==> src/rtl/seq_detect_pkg.sv <==
// Shared types and elaboration-time helpers for the seq_detect pattern FSM.
// The KMP transition table is built from these constant functions.
package seq_detect_pkg;

  localparam int MAX_PAT_W = 16;

  // Wide enough for any legal pattern length; the top slices it to $clog2(PAT_W).
  typedef logic [$clog2(MAX_PAT_W)-1:0] state_t;

  // Longest proper prefix of the pattern that is a suffix of the matched
  // prefix of length k followed by bit b. Pattern bit pat_w-1 is received first.
  function automatic state_t next_state(input logic [MAX_PAT_W-1:0] pattern,
                                        input int pat_w, input int k, input logic b);
    int   best;
    int   j;
    logic ok;
    logic s_bit;
    best = 0;
    for (int len = 1; len < pat_w; len++) begin
      if (len <= k + 1) begin
        ok = 1'b1;
        for (int i = 0; i < len; i++) begin
          j     = k + 1 - len + i;
          s_bit = (j == k) ? b : pattern[pat_w-1-j];
          if (s_bit != pattern[pat_w-1-i]) ok = 1'b0;
        end
        if (ok) best = len;
      end
    end
    return state_t'(best);
  endfunction

  // Restart state after a full match when overlapping matches are allowed.
  function automatic state_t fallback(input logic [MAX_PAT_W-1:0] pattern, input int pat_w);
    return next_state(pattern, pat_w, pat_w - 1, pattern[0]);
  endfunction

endpackage

==> src/rtl/seq_detect_cnt.sv <==
// Saturating event counter for seq_detect; sat is high while the count is all-ones.
module seq_detect_cnt #(
  parameter int CNT_W = 8
) (
  input  logic             clk,
  input  logic             rst,
  input  logic             clear,
  input  logic             inc,
  output logic [CNT_W-1:0] count,
  output logic             sat
);

  logic [CNT_W-1:0] r_count;

  assign sat   = &r_count;
  assign count = r_count;

  // NOTE: sequential state uses non-blocking assignments so every register
  // updates from values sampled before the edge.
  always_ff @(posedge clk or posedge rst) begin
    if (rst) begin
      r_count <= '0;
    end else if (clear) begin
      r_count <= '0;
    end else if (inc && !sat) begin
      r_count <= r_count + CNT_W'(1);
    end
  end

endmodule

==> src/rtl/seq_detect.sv <==
// Serial KMP pattern detector with registered match pulse and matched-prefix state.
// Define SEQ_DETECT_CNT_EN to build the saturating match counter; otherwise it is tied to 0.
module seq_detect
  import seq_detect_pkg::*;
#(
  parameter int             PAT_W   = 4,
  parameter logic [PAT_W-1:0] PATTERN = 4'b1011,
  parameter bit             OVERLAP = 1'b1,
  parameter int             CNT_W   = 8
) (
  input  logic                     clk,
  input  logic                     rst,
  input  logic                     clear,
  input  logic                     din_valid,
  input  logic                     din,
  output logic                     match,
  output logic [$clog2(PAT_W)-1:0] state_o,
  output logic [CNT_W-1:0]         match_cnt,
  output logic                     cnt_sat
);

  localparam int                   SW      = $clog2(PAT_W);
  localparam int                   NSTATE  = 2 ** SW;
  localparam logic [SW-1:0]        LAST    = SW'(PAT_W - 1);
  localparam logic [MAX_PAT_W-1:0] PAT_EXT = MAX_PAT_W'(PATTERN);
  localparam logic [SW-1:0]        RESTART = OVERLAP ? SW'(fallback(PAT_EXT, PAT_W)) : '0;

  logic [SW-1:0] r_state;
  logic          r_match;
  logic [SW-1:0] w_next0 [NSTATE];
  logic [SW-1:0] w_next1 [NSTATE];
  logic          w_legal [NSTATE];
  logic          w_complete;

  // Transition table per state and input bit; unused encodings all lead to 0.
  for (genvar k = 0; k < NSTATE; k++) begin : g_tbl
    if (k < PAT_W) begin : g_legal
      localparam logic          EXP    = PATTERN[PAT_W-1-k];
      localparam logic [SW-1:0] N_HIT  = (k == PAT_W - 1) ? RESTART : SW'(k + 1);
      localparam logic [SW-1:0] N_MISS = SW'(next_state(PAT_EXT, PAT_W, k, !EXP));
      assign w_next0[k] = EXP ? N_MISS : N_HIT;
      assign w_next1[k] = EXP ? N_HIT : N_MISS;
      assign w_legal[k] = 1'b1;
    end else begin : g_illegal
      assign w_next0[k] = '0;
      assign w_next1[k] = '0;
      assign w_legal[k] = 1'b0;
    end
  end

  assign w_complete = din_valid && (r_state == LAST) && (din == PATTERN[0]);

  always_ff @(posedge clk or posedge rst) begin
    if (rst) begin
      r_state <= '0;
      r_match <= 1'b0;
    end else if (clear) begin
      r_state <= '0;
      r_match <= 1'b0;
    end else begin
      r_match <= w_complete;
      if (!w_legal[r_state]) begin
        r_state <= '0;
      end else if (din_valid) begin
        r_state <= din ? w_next1[r_state] : w_next0[r_state];
      end
    end
  end

  assign match   = r_match;
  assign state_o = r_state;

`ifdef SEQ_DETECT_CNT_EN
  seq_detect_cnt #(
    .CNT_W(CNT_W)
  ) u_cnt (
    .clk  (clk),
    .rst  (rst),
    .clear(clear),
    .inc  (w_complete),
    .count(match_cnt),
    .sat  (cnt_sat)
  );
`else
  assign match_cnt = '0;
  assign cnt_sat   = 1'b0;
`endif

endmodule

==> config.mk <==
export PLATFORM = sky130hd
export DESIGN_NAME = seq_detect
export DESIGN_NICKNAME = d
export VERILOG_FILES = /design/src/rtl/seq_detect_pkg.sv /design/src/rtl/seq_detect_cnt.sv /design/src/rtl/seq_detect.sv
export SDC_FILE = /design/constraint.sdc
export NUM_CORES = 1
export LEC_CHECK = 0
export ABC_CLOCK_PERIOD_IN_PS = 950
export CORE_AREA = 2 2 39 41
export DETAILED_ROUTE_END_ITERATION = 8
export DIE_AREA = 0 0 41 43
export GPL_TIMING_DRIVEN = 0
export HOLD_SLACK_MARGIN = 0.08
export PLACE_DENSITY = 0.48
export SLEW_MARGIN = 20
export SYNTH_ARGS = -nofsm -noshare
export SYNTH_HDL_FRONTEND = slang
export SYNTH_HIERARCHICAL = 1
export SYNTH_SLANG_ARGS = --single-unit
==> constraint.sdc <==
create_clock -name clk -period 0.95 [get_ports clk]
set_input_delay 0.19 -clock clk [delete_from_list [all_inputs] [get_ports clk]]
set_output_delay 0.19 -clock clk [all_outputs]
set_load 0.02 [all_outputs]
==> impl_metrics.env, run 1 <==
export IMPL_rsz0062_at_grt="true"
export IMPL_ys_types=10
export IMPL_worstPathArrival_ns=0.78
export IMPL_syn_area_per_cell_sq_um=8.45
export IMPL_drv_cap=0
export IMPL_cts_hold_buf=0
export IMPL_gr_total_overflow=0
export IMPL_die_x_microns=41
export IMPL_cp_max_fo=4
export IMPL_failed_checks="setup timing"
export IMPL_crit_path_start="state_o[0]"
export IMPL_setup_slack_ns=-0.0210
export IMPL_clk_pin_slew_ns=0.04
export IMPL_core_sq_um=1380
export IMPL_cts_tree="yes"
export IMPL_cp_depth=1
export IMPL_n_antenna_cell=0
export IMPL_finalWirelength_microns=395
export IMPL_p_switching_uw=128
export IMPL_syn_inst=24
export IMPL_fin_util_pct=25.8
export IMPL_clkPwrFrac_pct=48.3
export IMPL_drt_iter0_markers=1
export IMPL_critPathSlowestCell="dfrtp_1"
export IMPL_antenna_left=0
export IMPL_r2r_end="state_o[1]"
export IMPL_row_count=14
export IMPL_crit_chain="buf_6"
export IMPL_synth_area_sq_um=203
export IMPL_p_seq_share_pct=28.9
export IMPL_vias=181
export IMPL_clock_latency_ns=0.23
export IMPL_timing_fmax_mhz=1030
export IMPL_root_buffer="clkbuf_4"
export IMPL_p_int_uw=341
export IMPL_critPathBufInv=1
export IMPL_vias_per_cell=3.02
export IMPL_fin_setup_tns_ns=-0.0210
export IMPL_dieHeight_microns=43
export IMPL_nets=50
export IMPL_dr_pass1_iters=2
export IMPL_hp_class="input pin to async pin"
export IMPL_power_density_nw_per_um2=1320
export IMPL_yosys_warnings=6
export IMPL_ios=17
export IMPL_fin_crit_sh_pct=102
export IMPL_dieArea_sq_um=1760
export IMPL_areaGrowthSynthToFinish_pct=75.9
export IMPL_clock_sinks=3
export IMPL_grt_usage_pct=6.03
export IMPL_drc_errors=0
export IMPL_ir_drop_mv=0.256
export IMPL_grt_pass1_vias=158
export IMPL_r2r_start="state_o[0]"
export IMPL_switching_share_pct=27.3
export IMPL_grt_pass1_wl_microns=538
export IMPL_crit_path_start_kind="register"
export IMPL_setup_violations=1
export IMPL_layout_drive_gt1_share_pct=38.6
export IMPL_ctsHtreeMaxLevel=1
export IMPL_critPathMaxStageDelay_ns=0.40
export IMPL_wl_per_cell_microns=6.58
export IMPL_cts_buffers=3
export IMPL_finalHoldViolations=0
export IMPL_ys_ff_latch=3
export IMPL_port_buffers=7
export IMPL_floorplan_initialDensity_pct=14.6
export IMPL_status="complete, but fails checks"
export IMPL_antenna_found_initial=0
export IMPL_critPathKind="register to output pin"
export IMPL_final_common_cell="buf_4"
export IMPL_post_route_min_period_ns=0.971
export IMPL_cts_buffer_depth=2
export IMPL_cp_top_family="flip-flops"
export IMPL_seq_area_frac_synth_pct=37.0
export IMPL_finClkSkew_ns=0.00156
export IMPL_worstPathRequired_ns=0.76
export IMPL_gp_congestion=0.583
export IMPL_r2r_setup_slack_ns=0.07
export IMPL_pwr_share_comb_pct=22.8
export IMPL_final_cell_mix="10 x buf_4, 9 x conb_1"
export IMPL_p_leak_uw=0.000213
export IMPL_crit_end="state_o[0]"
export IMPL_end_kind="output pin"
export IMPL_grt_start_max_net_pins=5
export IMPL_drv_slew=0
export IMPL_reg2reg_depth=3
[sequential cells by signal, indices dropped and copies added (netlist names)]
name / cells
state_o: 2
match: 1
[cell type report]
type                            instances  area [sq um]
Tap cell                               16          20.0
Timing Repair Buffer                    8          77.6
Clock buffer                            4          26.3
Inverter                                3          11.3
Sequential cell                         3          75.1
Fill cell                             157          1030
Buffer                                  9          67.6
Multi-Input combinational cell         17          78.8
[how the worst min path moves through the flow]
stage,start,to,slack [ns],cells after the start
after global routing,rst,match,0.14,2
after CTS,rst,state_o[0],0.12,2
after detailed placement,rst,match,0.37,2
after global placement,rst,match,0.37,2
after floorplan,rst,match,-0.06,1
final,rst,state_o[0],0.12,2
[logic make-up after synthesis]
family	after synthesis	synth area share, %
AOI/OAI and AO/OA	2	6.79
buffers and inverters	12	38.9
DFF	3	37.0
muxes	1	4.94
other	1	1.85
and+or+nand+nor	5	10.5
[synth_stat cells, drive strengths merged]
master	count	area, sq um
conb	1	3.75
mux2i	1	10.0
inv	3	11.3
o21ai	1	5.00
a31o	1	8.76
nor2	1	3.75
buf	9	67.6
nor3	2	10.0
nand2	2	7.51
dfrtp	3	75.1
[through the flow]
step                      hold slack, ns  total power (uW)  cell area, sq um  worst slack, ns  cells
after floorplan                  -0.0564               211               233           0.0396     32
after global placement             0.372               241               323           -0.213     55
after detailed placement           0.366               241               323           -0.217     55
after CTS                          0.119               480               348          -0.0461     60
after global routing               0.143               502               357          -0.0476     60
final                              0.121               469               357          -0.0210     60
[what timing repair did]
item                                    in CTS  in global routing
buffers inserted                             1                  0
endpoints found under the setup margin       3                  3
gates resized for setup                     14                  3
[metal layers]
layer | global-route usage, % | wire (microns) | vias up
met1 | 3.23 | 124 | 71
met2 | 7.19 | 189 | 13
met5 | 0 | 0 | -
met4 | 12.0 | 19 | 0
met3 | 4.71 | 61 | 2
li1 | - | - | 95
[power groups by stage]
stage | Combinational, uW | Sequential [uW] | Clock (uW)
after floorplan | 70.6 | 141 | 0
after global placement | 104 | 137 | 0
after detailed placement | 104 | 137 | 0
after CTS | 105 | 135 | 241
after global routing | 118 | 136 | 249
final | 107 | 135 | 227
Note: power is estimated with default switching activity, not from simulation.
==> run 2: changes to the inputs <==
--- a/config.mk
+++ b/config.mk
@@ -6,12 +6,12 @@
 export NUM_CORES = 1
 export LEC_CHECK = 0
 export ABC_CLOCK_PERIOD_IN_PS = 950
-export CORE_AREA = 2 2 39 41
+export CORE_AREA = 8 8 45 47
 export DETAILED_ROUTE_END_ITERATION = 8
-export DIE_AREA = 0 0 41 43
+export DIE_AREA = 0 0 53 55
 export GPL_TIMING_DRIVEN = 0
 export HOLD_SLACK_MARGIN = 0.08
-export PLACE_DENSITY = 0.48
+export PLACE_DENSITY = 0.41
 export SLEW_MARGIN = 20
 export SYNTH_ARGS = -nofsm -noshare
 export SYNTH_HDL_FRONTEND = slang
==> constraint.sdc (replaced) <==
create_clock -name clk -period 0.95 [get_ports clk]
set_input_delay 0.19 -clock clk [delete_from_list [all_inputs] [get_ports clk]]
set_output_delay 0.19 -clock clk [all_outputs]
set_load 0.05 [all_outputs]
==> run 2 against run 1 <==
The run still ends with setup timing left. Critical path depth did not move. Cell area rose by 11%. Via count rose by 6.6%. Clock power barely moved. Sequential power barely moved. Utilization rose by 2.7 points. Total power rose by 16%. Critical path type unchanged. Critical endpoint is now state_o[1]. Largest cell class unchanged.
==> impl_metrics.env, run 2 (synthesis gave the netlist of run 1 again) <==
export IMPL_antenna_found_initial=0
export IMPL_drv_slew=0
export IMPL_antenna_left=0
export IMPL_worstPathRequired_ns=0.76
export IMPL_largest_register_ff_count=2
export IMPL_p_switching_uw=191
export IMPL_status="complete, but fails checks"
export IMPL_port_buffers=7
export IMPL_hold_ws_ns=0.121
export IMPL_failed_checks="setup timing"
export IMPL_final_area_sq_um=394
export IMPL_gp_congestion=0.581
export IMPL_pre_cts_ws_ns=-0.420
export IMPL_fin_crit_sh_pct=105
export IMPL_wl_per_cell_microns=8.90
export IMPL_dieArea_sq_um=2920
export IMPL_switching_share_pct=35.2
export IMPL_cts_buffers=3
export IMPL_root_buffer="clkbuf_4"
export IMPL_clkPwrFrac_pct=42.1
export IMPL_vias=193
export IMPL_critPathSlowestCell="dfrtp_2"
export IMPL_n_fill_cell=151
export IMPL_final_common_cell="buf_4"
export IMPL_floorplan_initialDensity_pct=14.6
export IMPL_crit_path_start_kind="register"
export IMPL_layout_drive_gt1_share_pct=48.9
export IMPL_cp_max_fo=2
export IMPL_final_cell_mix="10 x buf_4, 9 x conb_1, 4 x clkdlybuf4s50_1"
export IMPL_cp_top_family="flip-flops"
export IMPL_crit_chain="buf_8"
export IMPL_fin_setup_tns_ns=-0.0978
export IMPL_row_count=14
export IMPL_finalHoldViolations=0
export IMPL_gr_total_overflow=0
export IMPL_routed_top_layer="met4"
export IMPL_clk_pin_slew_ns=0.04
export IMPL_dr_pass1_iters=2
export IMPL_areaGrowthSynthToFinish_pct=94.4
export IMPL_ctsHtreeMaxLevel=1
export IMPL_cts_buffer_depth=2
export IMPL_ir_drop_mv=0.279
export IMPL_dpl_instance_area_sq_um=328
export IMPL_hp_class="input pin to async pin"
export IMPL_grt_pass1_wl_microns=759
export IMPL_wl_met3_microns=80
export IMPL_finClkSkew_ns=0.00140
export IMPL_drt_iter0_markers=1
export IMPL_rsz0062_at_grt="true"
export IMPL_vias_per_cell=3.16
export IMPL_critPathKind="register to output pin"
export IMPL_regArea_sq_um=77.6
export IMPL_cts_hold_buf=0
export IMPL_clock_latency_ns=0.24
export IMPL_wirelength_met1_microns=134
export IMPL_power_density_nw_per_um2=1380
export IMPL_setup_slack_ns=-0.0445
export IMPL_post_route_min_period_ns=0.995
export IMPL_grt_usage_pct=4.21
export IMPL_p_int_uw=352
export IMPL_end_kind="output pin"
export IMPL_critPathBufInv=1
export IMPL_drv_cap=0
export IMPL_cts_tree="yes"
export IMPL_wl_met2_microns=308
export IMPL_critPathMaxStageDelay_ns=0.41
export IMPL_dieHeight_microns=55
export IMPL_clock_sinks=3
export IMPL_n_antenna_cell=0
export IMPL_die_x_microns=53
export IMPL_grt_start_max_net_pins=5
export IMPL_grt_pass1_vias=185
export IMPL_p_seq_share_pct=25.1
export IMPL_timing_fmax_mhz=1010
export IMPL_nets=51
export IMPL_drc_errors=0
export IMPL_worstPathArrival_ns=0.80
export IMPL_core_sq_um=1380
export IMPL_ios=17
export IMPL_finalWirelength_microns=543
export IMPL_multiInputGateArea_sq_um=91.3
export IMPL_setup_violations=3
export IMPL_p_leak_uw=0.000219
export IMPL_pwr_share_comb_pct=32.8
## run 2: changes by cell type in the layout (fill, tap and decap cells not counted)
| cell | before | now |
|---|---|---|
| nor3_2 | 0 | 1 |
| nand2_1 | 2 | 1 |
| dfrtp_1 | 3 | 1 |
| dfrtp_2 | 0 | 2 |
| nor3_1 | 2 | 1 |
| clkdlybuf4s50_1 | 3 | 4 |
| buf_2 | 1 | 0 |
| nand2_4 | 0 | 1 |
| dlymetal6s2s_1 | 1 | 0 |
| buf_8 | 0 | 2 |
## run 2: repair_timing
action,4_1_cts,5_1_grt
gates cloned,0,0
setup endpoints to repair,3,4
resized for setup,26,0
setup buffers,2,0
## run 2: per-layer routing
layer	vias up	global-route usage, %
met1	82	2.59
met2	12	6.45
met4	0	7.76
met3	2	2.41
li1	97	-
met5	-	0
## run 2: layout make-up
cell class / count / share of cell area [%]
buffer: 9 / 17.1
clock buffer: 4 / 6.67
inverter: 3 / 2.86
multi-input combinational: 17 / 23.2
sequential: 3 / 19.7
tap: 16 / 5.08
timing repair buffer: 9 / 25.4
## run 2: metrics by stage
stage | total power [uW] | utilization [%] | std cells
after global placement | 298 | 23.7 | 55
after detailed placement | 298 | 23.7 | 55
after CTS | 551 | 28.5 | 61
final | 543 | 28.5 | 61
after floorplan | 267 | - | 32
after global routing | 570 | 28.5 | 61
## run 2: power by group through the flow
stage                     Combinational [uW]  Sequential (uW)  Clock [uW]
final                                    178              136         228
after detailed placement                 160              138           0
after global placement                   160              138           0
after CTS                                176              136         239
after floorplan                          118              150           0
after global routing                     187              137         247
## run 2: path summary, 6_finish.rpt
kind / slack (ns) / cells past startpoint / endpoint / start
max in group asynchronous: 0.68 / 2 / state_o[0] / rst
hold reg to reg: 0.66 / 2 / state_o[1] / state_o[1]
min in group clk: 0.60 / 3 / match / din
hold / removal: 0.12 / 2 / match / rst
setup reg to reg: -0.01 / 4 / state_o[1] / state_o[0]
setup / recovery: -0.04 / 1 / state_o[1] / state_o[1]
==> run 3: changes to the inputs <==
--- a/config.mk
+++ b/config.mk
@@ -17,3 +17,4 @@
 export SYNTH_HDL_FRONTEND = slang
 export SYNTH_HIERARCHICAL = 1
 export SYNTH_SLANG_ARGS = --single-unit
+export TNS_END_PERCENT = 50
==> results of run 3 <==
No change in the layout: final DEF, timing and power equal those of run 2.
